$ cat src/rtl/popcnt_pkg.sv
// popcnt_pkg: shared types and widths for the popcount frame accumulator.
package popcnt_pkg;
    typedef enum logic [1:0] {IDLE, ACC, HOLD} pfa_state_t;
    localparam int POPCNT_W = 2;
    localparam int LEN_W = 8;
endpackage

$ cat src/rtl/popcnt_sat_add.sv
// popcnt_sat_add: SUM_W accumulator plus 2-bit addend with carry out.
// POPCNT_FRAME_ACC_SAT_EN selects saturation at all-ones instead of wrap.
module popcnt_sat_add
    import popcnt_pkg::*;
#(
    parameter int SUM_W = 8
) (
    input  logic [SUM_W-1:0]    acc,
    input  logic [POPCNT_W-1:0] addend,
    output logic [SUM_W-1:0]    sum,
    output logic                carry
);
    logic [SUM_W:0] raw;
    assign raw = {1'b0, acc} + {{(SUM_W + 1 - POPCNT_W){1'b0}}, addend};
    assign carry = raw[SUM_W];
`ifdef POPCNT_FRAME_ACC_SAT_EN
    // Once pinned at all-ones, any further nonzero addend carries again and stays pinned.
    assign sum = carry ? '1 : raw[SUM_W-1:0];
`else
    assign sum = raw[SUM_W-1:0];
`endif
endmodule

$ cat src/rtl/popcnt_frame_acc.sv
// popcnt_frame_acc: accumulates 2-bit counts per frame and holds the total until taken.
// Overflow behaviour is chosen inside popcnt_sat_add via POPCNT_FRAME_ACC_SAT_EN.
module popcnt_frame_acc
    import popcnt_pkg::*;
#(
    parameter int SUM_W   = 8,
    parameter int MAX_LEN = 16
) (
    input  logic                Clk,
    input  logic                Rst_n,
    input  logic                in_valid,
    output logic                in_ready,
    input  logic [POPCNT_W-1:0] in_data,
    input  logic                in_last,
    output logic                out_valid,
    input  logic                out_ready,
    output logic [SUM_W-1:0]    out_sum,
    output logic [LEN_W-1:0]    out_len,
    output logic                out_ovf,
    output logic                out_trunc
);
    pfa_state_t state, state_nx;
    logic [SUM_W-1:0] acc, acc_nx;
    logic [LEN_W-1:0] len, len_nx;
    logic ovf, carry, accept, at_max, close;

    popcnt_sat_add #(.SUM_W(SUM_W)) u_add (
        .acc    (acc),
        .addend (in_data),
        .sum    (acc_nx),
        .carry  (carry)
    );

    assign accept = in_valid & in_ready;
    assign len_nx = len + 1'b1;
    assign at_max = len_nx == LEN_W'(MAX_LEN);
    assign close  = accept & (in_last | at_max);

    always_ff @(posedge Clk or negedge Rst_n)
        if (!Rst_n) state <= IDLE;
        else state <= state_nx;

    always_comb
        state_nx = state == HOLD ? (out_ready ? IDLE : HOLD) :
                   close         ? HOLD :
                   accept        ? ACC  : state;

    always_comb begin
        in_ready  = state != HOLD;
        out_valid = state == HOLD;
    end

    // Running frame state; cleared as the result is handed off.
    always_ff @(posedge Clk or negedge Rst_n)
        if (!Rst_n) begin
            acc <= '0;
            len <= '0;
            ovf <= 1'b0;
        end else if (state == HOLD && out_ready) begin
            acc <= '0;
            len <= '0;
            ovf <= 1'b0;
        end else if (accept) begin
            acc <= acc_nx;
            len <= len_nx;
            ovf <= ovf | carry;
        end

    always_ff @(posedge Clk or negedge Rst_n)
        if (!Rst_n) begin
            out_sum   <= '0;
            out_len   <= '0;
            out_ovf   <= 1'b0;
            out_trunc <= 1'b0;
        end else if (close) begin
            out_sum   <= acc_nx;
            out_len   <= len_nx;
            out_ovf   <= ovf | carry;
            out_trunc <= at_max & ~in_last;
        end
endmodule
$ cat config.mk
export PLATFORM = sky130hd
export DESIGN_NAME = popcnt_frame_acc
export DESIGN_NICKNAME = d
export VERILOG_FILES = /design/src/rtl/popcnt_pkg.sv /design/src/rtl/popcnt_sat_add.sv /design/src/rtl/popcnt_frame_acc.sv
export SDC_FILE = /design/constraint.sdc
export NUM_CORES = 1
export LEC_CHECK = 0
export BUFFER_PORTS_ARGS = -buffer_cell sky130_fd_sc_hd__buf_4
export CAP_MARGIN = 20
export CORE_MARGIN = 2
export CORE_UTILIZATION = 45
export DETAILED_ROUTE_END_ITERATION = 7
export MAX_ROUTING_LAYER = met4
export PLACE_DENSITY_LB_ADDON = 0.2
export SLEW_MARGIN = 20
export SYNTH_ARGS = -nofsm -noshare
export SYNTH_HDL_FRONTEND = slang
export SYNTH_SLANG_ARGS = --single-unit
$ cat constraint.sdc
create_clock -name Clk -period 5.3 [get_ports Clk]
set_input_delay 0.265 -clock Clk [delete_from_list [all_inputs] [get_ports Clk]]
set_output_delay 0.265 -clock Clk [all_outputs]
set_load 0.02 [all_outputs]
==> flow_summary.ini <==
[run_status]
status = complete, no violations

[placed_design]
dpl.hpwl_um = 2577
dp_slack_ns = 2.567
place_congestion = 0.8675
place_inst = 248
port_buffers = 26

[min_path]
hp-class = in -> reg

[die]
die-width_um = 70.28
core_um2 = 4294
dieArea_um2 = 4939
io-pin-count = 27
start_util_pct = 46.04
rows = 24
die_h_um = 70.28

[setup_path]
cp-start-kind = flip-flop
critPathCaptureType = flip-flop
critPathKind = reg -> reg
arrival_ns = 2.93
crit_fanout = 17
worstPathRequired_ns = 5.49

[power]
pwr_density_cell_nw_per_um2 = 410.1
ir_drop_mv = 0.2215
p_leak_nw = 1.148

[sta]
slew_headroom_pct = 47.89
finalSetupViolations = 0
finalClockSkew_ns = 0.007266
rsz0062_at_grt = no
tightest_slew_ns = 0.7817
hold_viol = 0
maxSlewViolCount = 0
fin_tns_setup_ns = 0
fin_crit_sh_pct = 51.78
min_period_ns = 2.744
fmax_mhz = 364.4
final.setup.worst_slack_ns = 2.556

[detailed_routing]
drc = 0
dr.first_iter.drc_count = 118
wl_per_cell_um = 15.28
vias_per_cell = 5.588
ant_nets = 0
via_count = 1436
dr.pass1.iters = 4
routed_wl_um = 3928

[clock_network]
cts_buffers = 5
cts_resized = 0
cts_max_path_buffers = 2
cts_hold_buf = 1
cts_tree = built
clk_pin_slew_ns = 0.08
root_buffer = clkbuf_8
cts_max_level = 2
clock_latency_ns = 0.30
clock_sinks = 37
cts_setup_buffers = 0

[layout]
area_growth_pct = 16.39
final_core_util_pct = 53.58
final_common_cell = dfrtp_1
layout_common_cells = dfrtp_1 (37), buf_4 (26), o21ai_0 (18)
drive_above_1_share_pct = 26.83
antenna_cells = 0
stdcell_count = 257
layout.nets = 216

[logic_synthesis]
synth-edff-count = 0
synth_xor_area_share_pct = 4.873
ys_types = 47
synth-seq-cells = 37
yosys.area_share.adder_pct = 3.544
synth_flop_cell = dfrtp_1
synth_mux_area_share_pct = 10.76
synth-compound-area-share_pct = 16.52
synth_top_family_by_area = compound AO/OA/AOI/OAI gates
yosys.area_share.simple_pct = 13.42
yosysWarnings = 0
synth_fp_nets = 192
syn_inst = 180
yosysSeqAreaShare_pct = 46.84
synth_area_per_cell_um2 = 10.98
async_flop_share_pct = 100.0
synth_area_um2 = 1977

[global_routing]
grt_overflow = 0
grt_usage_pct = 18.01
grt_start_max_net_pins = 38
grt_pass1_vias = 1480
grt_antenna_before_repair = 0
grt_pass1_wl_um = 6851

[job]
drv_cap = 0
[cell families (layout without fill, tap and decap cells)]
family | after synthesis | after routing
and+or+nand+nor | 50 | 50
adders and majority gates | 5 | 5
AOI/OAI and AO/OA | 46 | 46
DFF | 37 | 37
buffers and inverters | 14 | 39
muxes | 17 | 17
xor gates and xnor gates | 11 | 11
[per-stage QoR]
| step | cell area (µm²) | total power, W | hold slack [ns] |
|---|---|---|---|
| after floorplan | 1977 | 0.0006037 | -0.03059 |
| after global placement | 2172 | 0.0006804 | 0.2494 |
| after detailed placement | 2176 | 0.0006921 | 0.2530 |
| after CTS | 2301 | 0.0009504 | 0.1463 |
| after global routing | 2301 | 0.0009975 | 0.1416 |
| final | 2301 | 0.0009435 | 0.1521 |
[worst paths after layout]
path	end	cells after the start	start	slack (ns)
max	out_len[3]	6	len[0]	2.56
min	ovf	2	out_ready	0.15
max reg2reg	out_len[3]	6	len[0]	2.56
min reg2reg	out_len[1]	1	out_len[1]	0.51
max in group asynchronous	len[2]	2	Rst_n	4.51
min in group asynchronous	acc[1]	2	Rst_n	0.46
[area by class of cell]
cell class / instances / area, µm²
tap: 52 / 65.06
clock inverter: 3 / 46.29
clock buffer: 5 / 68.82
sequential: 37 / 925.9
fill: 389 / 1993
inverter: 4 / 15.01
multi-input combinational: 129 / 974.7
timing repair buffer: 27 / 205.2
[where the power goes]
| part | switching, W | internal (W) | total (W) |
|---|---|---|---|
| clock | 0.000113 | 0.000141 | 0.000254 |
| sequential | 0.0000603 | 0.000336 | 0.000396 |
| combinational | 0.000150 | 0.000144 | 0.000293 |
| total | 0.000323 | 0.000621 | 0.000944 |
[synth_stat cells, types with 2 or more instances]
cell type	count	area share, %
dfrtp_1	37	47
o21ai_0	18	4.6
nand2_1	13	2.5
nor2_1	12	2.3
mux2_2	7	4.0
xor2_1	7	3.1
and3_1	6	1.9
mux2_4	6	4.6
clkbuf_1	5	0.95
a22o_1	4	1.8
ha_1	4	2.5
inv_1	4	0.76
o31ai_1	4	1.5
xnor2_1	4	1.8
a21o_1	3	1.1
a21oi_1	3	0.76
buf_6	3	1.7
mux2i_1	3	1.5
nand3_1	3	0.76
a31oi_1	2	0.63
and2_1	2	0.63
nand3b_1	2	0.76
nand4_1	2	0.63
nor2b_1	2	0.63
o21ai_1	2	0.51
[registers in the layout (all words and copies together) (netlist names)]
register   count
acc            8
out_len        8
state          2
ovf            1
out_sum        8
len            8
out_ovf        1
out_trunc      1
[critical path: stages, from the launching register on]
cell	delay, ns
dfrtp_1	0.51
ha_1	0.37
nand3_2	0.18
nor3_1	0.40
a211oi_4	0.09
a31oi_4	0.66
mux2_2	0.41
[per-layer routing]
metal / track usage [%] / vias up / part of all wire, %
li1: - / 688 / -
met1: 22.56 / 712 / 47
met2: 27.78 / 30 / 48
met3: 3.752 / 6 / 3.2
met4: 8.761 / 0 / 1.7
met5: - / - / 0
Note: power is estimated with default switching activity, not from simulation.
